[src/rtl/imem_dmem_arbiter.sv]
// Shares one fixed-latency single-port SRAM between instruction fetch (IF) and data access (MEM).
// MEM wins ties until STARVE_LIMIT grants; a branch squashes the in-flight fetch result.
module imem_dmem_arbiter #(
  parameter int LATENCY      = 2,
  parameter int STARVE_LIMIT = 4
) (
  input  logic        clk,
  input  logic        rst,
  input  logic        if_req_i,
  input  logic [31:0] if_addr_i,
  input  logic        branch_taken_i,
  output logic        if_rdy_o,
  output logic [31:0] if_rdata_o,
  output logic        freeze_o,
  input  logic        mem_rd_en_i,
  input  logic        mem_wr_en_i,
  input  logic [31:0] mem_addr_i,
  input  logic [31:0] mem_wdata_i,
  output logic        mem_rdy_o,
  output logic [31:0] mem_rdata_o,
  output logic        mem_stall_o,
  output logic        sram_en_o,
  output logic        sram_we_o,
  output logic [31:0] sram_addr_o,
  output logic [31:0] sram_wdata_o,
  input  logic [31:0] sram_rdata_i
);

  localparam int CW = $clog2(LATENCY) + 1;
  localparam int SW = $clog2(STARVE_LIMIT + 1);
  localparam logic [CW-1:0] CNT_LOAD   = CW'(LATENCY - 1);
  localparam logic [SW-1:0] STREAK_MAX = SW'(STARVE_LIMIT);

  typedef enum logic [1:0] {IDLE, BUSY_IF, BUSY_MEM} state_t;

  state_t        state_q, state_d;
  logic [CW-1:0] cnt_q, cnt_d;
  logic [SW-1:0] streak_q;
  logic          squash_q;
  logic          if_rdy_q, mem_rdy_q;
  logic [31:0]   if_rdata_q, mem_rdata_q;
  logic          sram_en_q, sram_we_q;
  logic [31:0]   sram_addr_q, sram_wdata_q;

  logic mem_req, mem_v, if_v, done, done_if, done_mem, if_hit;
  logic grant_if, grant_mem;

  // A requester whose rdy pulse is showing still holds its old request; mask it.
  assign mem_req  = mem_rd_en_i | mem_wr_en_i;
  assign mem_v    = mem_req & ~mem_rdy_q;
  assign if_v     = if_req_i & ~branch_taken_i & ~if_rdy_q;
  assign done     = (state_q != IDLE) && (cnt_q == '0);
  assign done_if  = done && (state_q == BUSY_IF);
  assign done_mem = done && (state_q == BUSY_MEM);
  assign if_hit   = done_if & ~squash_q & ~branch_taken_i;

  always_comb begin
    grant_mem = 1'b0;
    grant_if  = 1'b0;
    state_d   = state_q;
    cnt_d     = cnt_q;
    case (state_q)
      IDLE: begin
        if (mem_v && ((streak_q < STREAK_MAX) || !if_req_i)) grant_mem = 1'b1;
        else if (if_v)                                        grant_if  = 1'b1;
      end
      BUSY_IF:  grant_mem = done & mem_v;
      BUSY_MEM: grant_if  = done & if_v;
      default: ;
    endcase
    if (grant_mem) begin
      state_d = BUSY_MEM;
      cnt_d   = CNT_LOAD;
    end else if (grant_if) begin
      state_d = BUSY_IF;
      cnt_d   = CNT_LOAD;
    end else if (done) begin
      state_d = IDLE;
    end else if (state_q != IDLE) begin
      cnt_d = cnt_q - 1'b1;
    end
  end

  always_ff @(posedge clk or posedge rst) begin
    if (rst) begin
      state_q <= IDLE;
      cnt_q   <= '0;
    end else begin
      state_q <= state_d;
      cnt_q   <= cnt_d;
    end
  end

  always_ff @(posedge clk or posedge rst) begin
    if (rst) begin
      streak_q     <= '0;
      squash_q     <= 1'b0;
      if_rdy_q     <= 1'b0;
      mem_rdy_q    <= 1'b0;
      if_rdata_q   <= '0;
      mem_rdata_q  <= '0;
      sram_en_q    <= 1'b0;
      sram_we_q    <= 1'b0;
      sram_addr_q  <= '0;
      sram_wdata_q <= '0;
    end else begin
      if_rdy_q  <= if_hit;
      mem_rdy_q <= done_mem;
      if (if_hit)                 if_rdata_q  <= sram_rdata_i;
      if (done_mem && !sram_we_q) mem_rdata_q <= sram_rdata_i;

      if (done_if)                                         squash_q <= 1'b0;
      else if ((state_q == BUSY_IF) && branch_taken_i)     squash_q <= 1'b1;

      if (!if_req_i || grant_if)                           streak_q <= '0;
      else if (grant_mem && (streak_q < STREAK_MAX))       streak_q <= streak_q + 1'b1;

      sram_en_q <= (state_d != IDLE);
      if (grant_mem) begin
        sram_addr_q  <= mem_addr_i;
        sram_we_q    <= mem_wr_en_i;
        sram_wdata_q <= mem_wdata_i;
      end else if (grant_if) begin
        sram_addr_q <= if_addr_i;
        sram_we_q   <= 1'b0;
      end else if (state_d == IDLE) begin
        sram_we_q <= 1'b0;
      end
    end
  end

  assign if_rdy_o     = if_rdy_q;
  assign if_rdata_o   = if_rdata_q;
  assign mem_rdy_o    = mem_rdy_q;
  assign mem_rdata_o  = mem_rdata_q;
  assign sram_en_o    = sram_en_q;
  assign sram_we_o    = sram_we_q;
  assign sram_addr_o  = sram_addr_q;
  assign sram_wdata_o = sram_wdata_q;
  assign freeze_o     = if_req_i & ~if_rdy_q;
  assign mem_stall_o  = mem_req & ~mem_rdy_q;

endmodule

[config.mk]
export PLATFORM = sky130hd
export DESIGN_NAME = imem_dmem_arbiter
export DESIGN_NICKNAME = d
export VERILOG_FILES = /design/src/rtl/imem_dmem_arbiter.sv
export SDC_FILE = /design/constraint.sdc
export NUM_CORES = 1
export LEC_CHECK = 0
export ABC_AREA = 0
export CAP_MARGIN = 40
export CORE_MARGIN = 2
export CORE_UTILIZATION = 26
export CTS_CLUSTER_SIZE = 10
export DETAILED_ROUTE_END_ITERATION = 10
export GPL_TIMING_DRIVEN = 0
export MAX_ROUTING_LAYER = met4
export PLACE_DENSITY = 0.55
export SYNTH_ARGS = -nofsm -noshare
export SYNTH_HDL_FRONTEND = slang
export SYNTH_SLANG_ARGS = --single-unit
[constraint.sdc]
create_clock -name clk -period 5.1 [get_ports clk]
set_input_delay 1.02 -clock clk [delete_from_list [all_inputs] [get_ports clk]]
set_output_delay 1.02 -clock clk [all_outputs]
set_load 0.1 [all_outputs]
==> out/metrics.csv <==
stage,metric,value,unit
outcome,status,finished clean,
synth,Mapped Nets,498,
worst_setup_path,slowest CP cell,o21bai_1,
synth,post-synthesis sequential area ratio,60.3,%
layout,area grow syn2layout,110,%
worst_setup_path,worst-path fanout max,4,
worst_setup_path,Worst R2R Setup Slack,2750,ps
synth,average size of a mapped cell,16.1,sq um
cts,CTS tree,yes,
worst_setup_path,cell count along the critical path,5,
grt,vias in the first global route,5185,
layout,Final Instance Area,12200,sq um
floorplan,Die Area,23600,sq um
grt,first-pass GRT wire length,27800,um
worst_setup_path,CP endpoint kind,output port,
worst_setup_path,"CP delay by family, top",buffers and inverters,
worst_hold_path,class of the worst hold path,flop to flop,
timing,Final WS setup,1390,ps
synth,YS warnings,0,
cts,Bufs on Longest Clock Path,2,
timing,clock skew,8.49,ps
worst_setup_path,type of the worst setup path,input pin to output port,
worst_setup_path,reg2reg end,sram_addr_o[1],
cts,Clock Latency Late Sink,400,ps
flow_run,total of max-cap violations,0,
grt,GRT Overall Usage,15.3,%
worst_setup_path,"Largest stage delay, worst path",480,ps
synth,Synth area leader,dfrtp_1,
placed_design,"Cell Area, Placed",11600,sq um
timing,Slew @ Worst Pin,590,ps
grt,initial antenna violation count,0,
route,Vias,4526,
worst_setup_path,crit path launch,mem_wr_en_i,
worst_hold_path,Worst Hold Depth,1,
placed_design,hpwl dp,13400,um
cts,CTS Root Cell,clkbuf_16,
placed_design,Place WS,1400,ps
grt,largest net degree at the start of global routing,84,
worst_setup_path,worst r2r src,cnt_q[0],
timing,Slew headroom,60.2,%
grt,global route overflow,0,
synth,"FF+latch count, synth",140,
route,DRC violations left,0,
route,Via density,4.21,
cts,Post-CTS Hold Buffers,0,
placed_design,Final GP Congestion,0.723,
worst_setup_path,Reg2Reg Depth,7,
floorplan,Die Ht,154,um
timing,Final period util,72.7,%
timing,RSZ-0062 raised after global routing,false,
cts,htree depth,4,
timing,achievable clock frequency,270,MHz
synth,Netlist cell types,28,
floorplan,# rows,54,
route,"antenna viol nets, final",0,
cts,Post-CTS Setup Bufs,0,
layout,ANT cells,0,
timing,"Slew Viols, Final",0,
worst_setup_path,Bufs and invs on worst path,4,
worst_setup_path,CP startpoint kind,input pin,
timing,hold violation total from the final report,0,
cts,Worst-path clk slew,60,ps
worst_setup_path,cell repeated most along the worst path,clkdlybuf4s50_1,
floorplan,Initial Utilization,26.6,%
route,Routed wire per std cell,16.1,um
cts,Post-CTS Resized,0,
route,Total Wirelength,17300,um
floorplan,Die X,154,um
cts,clock sinks,140,
synth,cell count after synthesis,362,
floorplan,Core Footprint,21900,sq um
timing,final worst path period need,3710,ps
worst_setup_path,crit path DAT,2690,ps
timing,setup TNS,0,ps
worst_setup_path,Critical Path End,mem_stall_o,
route,initial drt markers,109,
synth,Syn Std Cell Area,5810,sq um
timing,hold slack,482,ps
placed_design,Port Buffers,267,
synth,top cell type's share of synthesized area,60.3,%
timing,number of setup violations in the final report,0,
route,drt first pass iters,4,
worst_setup_path,cell breakdown of the critical path,clkdlybuf4s50_1 > o21bai_1 > inv_1 > clkdlybuf4s50_1 > buf_8,
cts,CTS Buf Count,17,
layout,nets,919,
synth,largest cells by area after synthesis,"dfrtp_1 (60%), mux2_2 (14%), mux2_1 (11%), mux2_4 (7.0%), buf_6 (1.2%)",
worst_setup_path,Required @ worst endpoint,4080,ps
floorplan,I/O pin count,268,
layout,share of layout cells above drive strength 1,36.2,%
==> routing by layer <==
metal | part of all wire (%) | global-route usage, % | up-vias
li1 | - | - | 2124
met1 | 41 | 17.5 | 2232
met2 | 53 | 26.6 | 150
met4 | 1.5 | 4.24 | 0
met3 | 5.3 | 3.92 | 20
met5 | 0 | - | -
==> area by class of cell <==
type	count	area (sq um)
Inverter	7	31.3
Sequential cell	140	3500
Fill cell	1738	9690
Clock buffer	18	439
Clock inverter	13	166
Tap cell	280	350
Multi-Input combinational cell	198	2160
Buffer	17	125
Timing Repair Buffer	402	5430
==> registers in the layout (all words and copies together), names as in the netlist, 2 cells and up <==
register      count
state_q           2
if_rdata_o       32
cnt_q             2
streak_q          3
sram_addr_o      32
sram_wdata_o     32
mem_rdata_o      32
==> worst register-to-register path: cells and delay by family (launching register included) <==
kind / cells / cell delay (ps)
buffers and inverters: 2 / 450
adder cells (fa/ha/maj): 1 / 290
multiplexers: 2 / 630
AND/OR/NAND/NOR: 2 / 510
flip-flops: 1 / 370
==> stage by stage <==
step	util, %	instances
floorplan	-	362
global placement	40.4	909
detailed placement	53.0	1044
CTS	55.7	1075
global route	55.7	1075
finish	55.7	1075
==> cell usage after synthesis (all sizes together) <==
master,number
a21o,1
a21oi,3
a31o,1
and3b,1
buf,17
dfrtp,140
ha,2
inv,7
mux2,160
mux2i,1
nand2,3
nand2b,3
nand3,2
nor2,6
nor2b,3
nor3,2
nor4,2
o21ai,3
o21bai,2
o22ai,1
xnor2,2
==> kinds of logic (layout without fill, tap and decap cells) <==
kind of cell | Yosys count | count (layout) | synth area share (%)
xor gates and xnor gates | 2 | 2 | 0.301
buffers and inverters | 24 | 457 | 2.60
adders and majority gates | 2 | 2 | 0.430
DFF | 140 | 140 | 60.3
AOI/OAI and AO/OA | 11 | 11 | 1.16
muxes | 161 | 161 | 32.9
and+or+nand+nor | 22 | 22 | 2.32
==> worst min-delay path by stage <==
stage,from,to
6_report,sram_wdata_o[15],sram_wdata_o[15]
5_1_grt,sram_wdata_o[3],sram_wdata_o[3]
4_1_cts,sram_wdata_o[15],sram_wdata_o[15]
3_5_place_dp,sram_wdata_o[15],sram_wdata_o[15]
3_3_place_gp,mem_rdata_o[28],mem_rdata_o[28]
2_1_floorplan,streak_q[1],streak_q[1]
==> placed cells by master, fill, tap and decap left out, types with 6 or more instances in the layout <==
cell,netlist,routed
dfrtp_1,140,140
mux2_1,59,59
mux2_2,74,74
nor2_1,6,6
buf_16,0,58
clkbuf_16,0,17
mux2_4,27,27
clkdlybuf4s50_1,0,267
buf_6,6,6
buf_2,10,10
buf_8,0,77
inv_1,7,6
Power is left out: the tool's default activity adds up to more than one toggle a clock period on the data nets, which glitch-free logic cannot reach.
